--- config.mk ---
export PLATFORM = sky130hd
export DESIGN_NAME = mips_fetch_sequencer
export DESIGN_NICKNAME = d
export VERILOG_FILES = /design/src/rtl/mips_fetch_sequencer_pkg.sv /design/src/rtl/mips_fetch_drain_counter.sv /design/src/rtl/mips_fetch_sequencer.sv
export SDC_FILE = /design/constraint.sdc
export NUM_CORES = 1
export LEC_CHECK = 0
export BUFFER_PORTS_ARGS = -buffer_cell sky130_fd_sc_hd__clkbuf_2
export CORE_MARGIN = 10
export CORE_UTILIZATION = 40
export DETAILED_ROUTE_END_ITERATION = 7
export GPL_TIMING_DRIVEN = 0
export PLACE_DENSITY_LB_ADDON = 0.15
export RECOVER_POWER = 100
export SLEW_MARGIN = 10
export SYNTH_ARGS = -nofsm -noshare
export SYNTH_HDL_FRONTEND = slang
export SYNTH_SLANG_ARGS = --single-unit
--- constraint.sdc ---
create_clock -name ctrl -period 2 [get_ports ctrl]
set_input_delay 0.3 -clock ctrl [delete_from_list [all_inputs] [get_ports ctrl]]
set_output_delay 0.3 -clock ctrl [all_outputs]
set_load 0.01 [all_outputs]
--- src/rtl/mips_fetch_sequencer_pkg.sv ---
// Shared types for the fetch sequencer: clock/reset bundle, FSM encoding
// and the bundle of PC-stage controls the sequencer drives.
package mips_fetch_sequencer_pkg;

  localparam int STATE_W = 2;

  typedef struct packed {
    logic clk;
    logic reset;
  } ctrl_t;

  typedef enum logic [STATE_W-1:0] {
    RUN     = 2'd0,
    DRAIN   = 2'd1,
    LOAD    = 2'd2,
    RESTART = 2'd3
  } fetch_state_e;

  typedef struct packed {
    logic        pc_enable;
    logic        pc_load;
    logic [31:0] pc_load_value;
    logic        if_stall;
    logic        if_flush;
  } fetch_ctl_t;

endpackage

--- src/rtl/mips_fetch_drain_counter.sv ---
// Loadable down-counter that saturates at zero and flags when it gets there.
module mips_fetch_drain_counter #(
  parameter int W = 3
) (
  input  logic         clk,
  input  logic         reset,
  input  logic         load,
  input  logic [W-1:0] load_value,
  input  logic         dec,
  output logic         zero
);

  logic [W-1:0] count;

  always_ff @(posedge clk) begin
    if (reset) begin
      count <= '0;
    end else if (load) begin
      count <= load_value;
    end else if (dec && (count != '0)) begin
      count <= count - 1'b1;
    end
  end

  assign zero = (count == '0);

endmodule

--- src/rtl/mips_fetch_sequencer.sv ---
// Sequences the PC/fetch stage and hands the instruction-memory write port to
// a program loader after draining the pipeline, then restarts fetch.
module mips_fetch_sequencer
  import mips_fetch_sequencer_pkg::*;
#(
  parameter int          ADDR_L       = 64,
  parameter int          ADDR_W       = $clog2(ADDR_L),
  parameter int          DRAIN_CYCLES = 4,
  parameter logic [31:0] RESET_PC     = 32'd0
) (
  input  ctrl_t              ctrl,
  input  logic               hazardStall,
  input  logic               branchTaken,
  input  logic               loadReq,
  input  logic               loadValid,
  input  logic [ADDR_W-1:0]  loadAddr,
  input  logic [31:0]        loadData,
  input  logic               loadDone,
  input  logic [31:0]        startPc,
  output logic               pcEnable,
  output logic               pcLoad,
  output logic [31:0]        pcLoadValue,
  output logic               ifStall,
  output logic               ifFlush,
  output logic               imemWe,
  output logic [ADDR_W-1:0]  imemWAddr,
  output logic [31:0]        imemWData,
  output logic               loadReady,
  output logic               loadGrant,
  output logic [STATE_W-1:0] state
);

  localparam int CNT_W = $clog2(DRAIN_CYCLES) + 1;

  logic         clk;
  logic         reset;
  fetch_state_e state_q;
  fetch_state_e state_d;
  logic [31:0]  pc_value_q;
  logic [31:0]  pc_value_d;
  logic         cnt_load;
  logic         cnt_dec;
  logic         cnt_zero;
  logic         write_en;
  logic         ready;
  logic         grant;
  fetch_ctl_t   ctl;

  assign clk   = ctrl.clk;
  assign reset = ctrl.reset;

  always_ff @(posedge clk) begin
    if (reset) begin
      state_q    <= RESTART;
      pc_value_q <= RESET_PC;
    end else begin
      state_q    <= state_d;
      pc_value_q <= pc_value_d;
    end
  end

  mips_fetch_drain_counter #(
    .W(CNT_W)
  ) u_drain_counter (
    .clk        (clk),
    .reset      (reset),
    .load       (cnt_load),
    .load_value (CNT_W'(DRAIN_CYCLES - 1)),
    .dec        (cnt_dec),
    .zero       (cnt_zero)
  );

  always_comb begin
    state_d           = state_q;
    pc_value_d        = pc_value_q;
    cnt_load          = 1'b0;
    cnt_dec           = 1'b0;
    write_en          = 1'b0;
    ready             = 1'b0;
    grant             = 1'b0;
    ctl               = '0;
    ctl.pc_load_value = pc_value_q;

    case (state_q)
      RUN: begin
        // A taken branch flushes the IF register, overriding a load-use stall.
        ctl.pc_enable = !hazardStall;
        ctl.if_flush  = branchTaken;
        ctl.if_stall  = hazardStall && !branchTaken;
        if (loadReq) begin
          state_d  = DRAIN;
          cnt_load = 1'b1;
        end
      end
      DRAIN: begin
        ctl.if_flush = 1'b1;
        if (!loadReq) begin
          state_d    = RESTART;
          pc_value_d = RESET_PC;
        end else if (cnt_zero) begin
          state_d = LOAD;
        end else begin
          cnt_dec = 1'b1;
        end
      end
      LOAD: begin
        grant        = 1'b1;
        ready        = 1'b1;
        ctl.if_flush = 1'b1;
        write_en     = loadValid;
        if (loadDone) begin
          state_d    = RESTART;
          pc_value_d = startPc;
        end
      end
      RESTART: begin
        ctl.pc_load   = 1'b1;
        ctl.pc_enable = 1'b1;
        ctl.if_flush  = 1'b1;
        state_d       = RUN;
      end
      default: state_d = RESTART;
    endcase

    // Reset silences every strobe, including a loader write already in flight.
    if (reset) begin
      ctl.pc_enable = 1'b0;
      ctl.pc_load   = 1'b0;
      ctl.if_stall  = 1'b0;
      ctl.if_flush  = 1'b0;
      write_en      = 1'b0;
      ready         = 1'b0;
      grant         = 1'b0;
    end
  end

  assign pcEnable    = ctl.pc_enable;
  assign pcLoad      = ctl.pc_load;
  assign pcLoadValue = ctl.pc_load_value;
  assign ifStall     = ctl.if_stall;
  assign ifFlush     = ctl.if_flush;
  assign imemWe      = write_en;
  assign imemWAddr   = loadAddr;
  assign imemWData   = loadData;
  assign loadReady   = ready;
  assign loadGrant   = grant;
  assign state       = state_q;

endmodule

==> results of run 1 <==
==> cell type report <==
| type | instances | area, sq um |
|---|---|---|
| Inverter | 7 | 26.28 |
| Clock buffer | 28 | 302.8 |
| Sequential cell | 37 | 744.5 |
| Tap cell | 70 | 87.58 |
| Buffer | 66 | 446.7 |
| Clock inverter | 6 | 40.04 |
| Multi-Input combinational cell | 135 | 912.1 |
| Timing Repair Buffer | 108 | 449.2 |
| Fill cell | 519 | 2098 |
==> placed cells by master (no fill, tap or decap), types with 3 or more instances in the layout <==
cell / n
o21ai_0: 3
ha_1: 7
clkbuf_2: 42
clkbuf_1: 89
clkbuf_8: 21
nor2b_1: 3
buf_4: 41
nand4_1: 32
inv_1: 7
a21oi_1: 33
buf_2: 7
nand2b_1: 3
dfxtp_1: 36
o31ai_1: 32
==> synthesized netlist by cell type (all sizes together) <==
cell type	count	area [sq um]
or4	1	7.510
clkbuf	13	48.80
nand2	3	13.77
nor2b	4	25.02
nor3	2	10.01
a21o	1	7.510
o211a	1	10.01
a221oi	1	8.760
a221o	1	10.01
a21oi	34	170.2
inv	8	30.03
o31ai	32	240.2
buf	54	386.6
a31oi	2	12.51
nand2b	3	18.77
nand4	32	200.2
o211ai	1	7.510
o2111ai	2	17.52
and2	2	12.51
o21ai	3	15.01
ha	7	87.58
or3	2	12.51
nor2	1	3.750
dfxtp	37	740.7
==> worst reg2reg max path: cells and delay by family, from the launching register on <==
| family | cells | cell delay [ns] |
|---|---|---|
| buffers and inverters | 4 | 0.64 |
| flip-flops | 1 | 0.38 |
| AND/OR/NAND/NOR | 1 | 0.13 |
| AO/OA/AOI/OAI | 2 | 0.37 |
| adder cells (fa/ha/maj) | 1 | 0.18 |
==> what timing repair did <==
action / CTS / global route
resized for setup: 10 / 5
setup endpoints to repair: 7 / 4
hold buffers: 0 / 0
pin swaps: 2 / 0
buffers inserted: 1 / 0
gates cloned: 0 / 0
==> worst max path at each step <==
stage               slack (ns)      end  cells after the start     start
finish                    0.07   imemWe                      5   ctrl[0]
global route             0.008   imemWe                      6  state[1]
CTS                      0.008  ifFlush                      5   ctrl[0]
detailed placement        0.06  ifStall                      4   ctrl[0]
global placement          0.06  ifStall                      4   ctrl[0]
floorplan                 0.05  ifStall                      3   ctrl[0]
==> where the power goes <==
part | internal (mW) | switching [mW] | total, mW
clock network | 1.16 | 0.910 | 2.07
logic | 0.423 | 0.833 | 1.26
registers | 0.934 | 0.114 | 1.05
==> through the flow <==
step	hold WS (ns)	cells
2_1_floorplan	0.4112	247
3_3_place_gp	0.4479	432
3_5_place_dp	0.4528	432
4_1_cts	0.09111	458
5_1_grt	0.09818	457
6_report	0.09853	457
==> flip-flops by register name, summed over array words and instances (netlist names) <==
signal,flops
pcLoadValue,32
state,2
u_drain_counter.count,3
==> kinds of logic (layout without fill, tap and decap cells) <==
logic type	Yosys count	count (layout)	share of synthesized area
compound gates	78	78	0.2381
buf+inv	75	215	0.2220
simple gates	50	50	0.1450
flops	37	37	0.3532
fa+ha+maj	7	7	0.04176
==> metal layers <==
layer	up-vias	GRT usage	wire, microns
met5	-	0	0
met4	0	0.1517	142
met3	14	0.1461	875
met2	115	0.2359	3570
met1	1049	0.1525	2905
li1	1145	-	-
==> flow_summary.toml, run 1 <==
[worst_setup_path]
cp_data_arrival_time_ns = 1.63
start_kind = "clock port"
path_cells = "clkbuf_8, nor2b_4, clkbuf_8, and2_1, clkbuf_2"
worstPathRequired_ns = 1.70
worstReg2RegEnd = "pcLoadValue[13]"
r2r_cells = 8
critPathBufInv = 3
cp-end-kind = "output pin"
r2r_slack_ns = 0.18
cp_slowest_cell = "clkbuf_8"
cp_slowest_stage_delay_ns = 0.13
r2r-start = "state[0]"
cp_top_family = "buffers and inverters"
crit_path_frequent_cell = "clkbuf_8"
critPathMaxFanout = 4
criticalPathCategory = "clock port to output pin"

[synthesis]
yosysUniqueCellTypes = 27
avgSynthCellArea_sq_um = 8.490
postSynthNetCount = 331
ys_seq_area_frac = 0.3532
ys_warn_count = 0
netlist_area_sq_mm = 0.002097
synth-seq-cells = 37
synthesis.instances = 247

[timing]
skew_ns = 0.004361
setup_viol_count_final = 0
relSlewSlack = 0.6567
finalSetupTns_ns = 0
slew_viol_final = 0
fin_ws_ns = 0.06697
worst_slew_pin_slew_ns = 0.5150
hold_violations = 0
rsz0062_at_grt = "no"

[detailed_routing]
ant_nets = 0
vias = 2323
wl_mm = 7.494
avgViaCountPerCell = 5.083
drt-wirelength-per-cell_microns = 16.40
route.detailed.drc = 0
drt_iter0_drc = 89
dr.pass1.iters = 5

[floorplanning]
pin_count = 156
die-area_sq_mm = 0.008539
core-area_sq_mm = 0.005107
start_util = 0.4106
die_w_microns = 92.41
placementRows = 26
die_h_microns = 92.41

[pwr]
power_density_mw_per_mm2 = 1455
p_total_mw = 4.378
max-vdd-ir-drop_v = 0.001079
p_leak_nw = 1.280

[layout]
fin_util = 0.5892
area_delta_synth_final_pct = 43.50
design_area_sq_mm = 0.003009
final_nets = 467
drive_above_1_share = 0.3204
diodes = 0

[placement]
dp_slack_ns = 0.05780
hpwl_mm = 5.478
gp_congestion = 0.8252
portBuffers = 115
placed_area_sq_mm = 0.002760

[hold_path]
min-delay-start = "ctrl[0]"
min_to = "pcLoadValue[19]"
hold_path_depth = 3
hp-class = "clock port to register"

[flow_run]
drv_cap = 0

[grt]
first_global_vias = 2794
track_usage = 0.1704
grt_first_pass_wirelength_mm = 11.90
antenna_found_initial = 0
grt_max_degree = 12
grt-ovfl-total = 0

[clock_network]
clkTransAtPathRegs_ns = 0.07
insertion_delay_ns = 0.28
cts_tree = "built"

[run_status]
status = "finished, final reports clean"
(Power assumes the default switching activity.)
==> run 2, diff against run 1 <==
Settings changed: CORE_MARGIN 10 to 2.
==> run 2 against run 1 <==
Effect of this change:
- final area increased by 1.0%
- register-to-register slack improved by 0.02 ns
- sequential share of layout area decreased by 0.25 points
- hold slack improved by 0.091 ns
- power increased by 1.8%
- via count about the same
- core utilization increased by 0.99 points
- global-route usage increased by 3.9 points
- clock power increased by 4%
- final cell count unchanged
- clock skew decreased by 0.00058 ns
- critical endpoint is now ifStall
- largest power group unchanged
==> flow_summary.toml, run 2 (synthesis results as in run 1) <==
[run_status]
status = "finished, final reports clean"

[timing]
hold_ws_ns = 0.1895
finalSetupTns_ns = 0
skew_ns = 0.003780
worst_slew_pin_slew_ns = 0.5207
setup_viol_count_final = 0
relSlewSlack = 0.6529
hold_violations = 0
slew_viol_final = 0

[worst_setup_path]
worstPathRequired_ns = 1.70
cp_data_arrival_time_ns = 1.67
critPathBufInv = 4
cp_top_family = "buffers and inverters"
critPathMaxFanout = 7
cp_slowest_stage_delay_ns = 0.15
crit_path_frequent_cell = "clkbuf_8"
criticalPathCategory = "clock port to output pin"
r2r-start = "state[1]"
path_cells = "clkbuf_8, clkbuf_8, buf_8, nor3_4, buf_2"
r2r_cells = 7
start_kind = "clock port"
cp-end-kind = "output pin"
cp_slowest_cell = "clkbuf_8"
worstReg2RegEnd = "pcLoadValue[9]"
r2r_slack_ns = 0.20

[pwr]
netSwitchingFraction = 0.4189
p_leak_nw = 1.297
combPwrFrac = 0.283
p_clk_frac = 0.481
p_sw_mw = 1.867
pwr-share-seq = 0.236
power_density_mw_per_mm2 = 1466
power.internal_mw = 2.590
max-vdd-ir-drop_v = 0.0009701

[floorplanning]
die_w_microns = 76.41
core-area_sq_mm = 0.005075
start_util = 0.4132
die_h_microns = 76.41
die-area_sq_mm = 0.005838
pin_count = 156
placementRows = 26

[clock_network]
clkTransAtPathRegs_ns = 0.07
post_cts_buffers = 0
cts-hold-fix-buffers = 0
cts_tree = "built"
insertion_delay_ns = 0.28

[layout]
final_common_cell = "clkbuf_1"
seqCellArea_sq_um = 744.5
diodes = 0
mostFrequentLayoutCells = "84 x clkbuf_1, 39 x buf_4, 39 x clkbuf_2, 36 x dfxtp_1, 33 x a21oi_1"
layout.cells.non_filler = 457
largest_reg_flops = 32
design_area_sq_mm = 0.003040
final_nets = 467
drive_above_1_share = 0.3307
fin_util = 0.5991
multiInputGateArea_sq_um = 922.1
n_fill_cell = 523
area_delta_synth_final_pct = 44.99

[grt]
first_global_vias = 2553
grt_max_degree = 11
grt-ovfl-total = 0
grt_first_pass_wirelength_mm = 9.984
track_usage = 0.2094
antenna_found_initial = 0

[detailed_routing]
wl_mm = 6.303
dr.pass1.iters = 4
ant_nets = 0
route.detailed.drc = 0
drt-wirelength-per-cell_microns = 13.79
vias = 2322
avgViaCountPerCell = 5.081
drt_iter0_drc = 102

[hold_path]
min-delay-start = "ctrl[0]"
hp-class = "clock port to register"
min_to = "pcLoadValue[12]"
hold_path_depth = 4

[placement]
portBuffers = 115
gp_congestion = 0.7757
hpwl_mm = 4.286
placedCellCount = 432
placed_area_sq_mm = 0.002760

[flow_run]
drv_cap = 0
## run 2: metal layers
metal	GRT usage	routed length [microns]
met5	0	0
met1	0.2238	2676
met3	0.1363	609
met4	0.1836	76
met2	0.2796	2940
## run 2: power groups by stage
| stage | sequential, mW | clock, mW | combinational [mW] |
|---|---|---|---|
| finish | 1.05 | 2.15 | 1.26 |
| global route | 1.08 | 2.32 | 1.39 |
| CTS | 1.04 | 2.15 | 1.29 |
| detailed placement | 1.06 | 0.503 | 1.27 |
| global placement | 1.05 | 0.503 | 1.25 |
| floorplan | 1.12 | 0.439 | 0.748 |
## run 2: worst min-delay path, stage by stage
cell and delay (ns):
clkbuf_8 0.12, clkbuf_8 0.14, buf_8 0.12, a21oi_1 0.04
## run 2: cell type report
class                   instances  share of cell area
multi-input cells             135              0.3033
flip-flops and latches         37              0.2449
plain buffers                  67              0.1543
repair buffers                108              0.1477
clock buffers                  26             0.09753
well taps                      70             0.02881
clock inverters                 7             0.01481
inverters                       7            0.008642
## run 2: worst max-delay path by stage
stage,startpoint,to,slack (ns),cells after the start
final,ctrl[0],ifStall,0.03,5
after global routing,state[0],imemWe,-0.01,7
after CTS,ctrl[0],ifFlush,0.008,5
after detailed placement,ctrl[0],ifStall,0.06,4
after global placement,ctrl[0],ifStall,0.06,4
after floorplan,ctrl[0],ifStall,0.05,3
## run 2: per-stage QoR
| step | setup slack [ns] | power (mW) |
|---|---|---|
| 2_1_floorplan | 0.05474 | 2.310 |
| 3_3_place_gp | 0.05780 | 2.812 |
| 3_5_place_dp | 0.05780 | 2.829 |
| 4_1_cts | 0.008047 | 4.485 |
| 5_1_grt | -0.01270 | 4.786 |
| 6_report | 0.03249 | 4.457 |
## run 2: what timing repair did
item,in CTS,in global routing
gates resized for setup,12,10
pin swaps,2,0
setup endpoints to repair,7,6
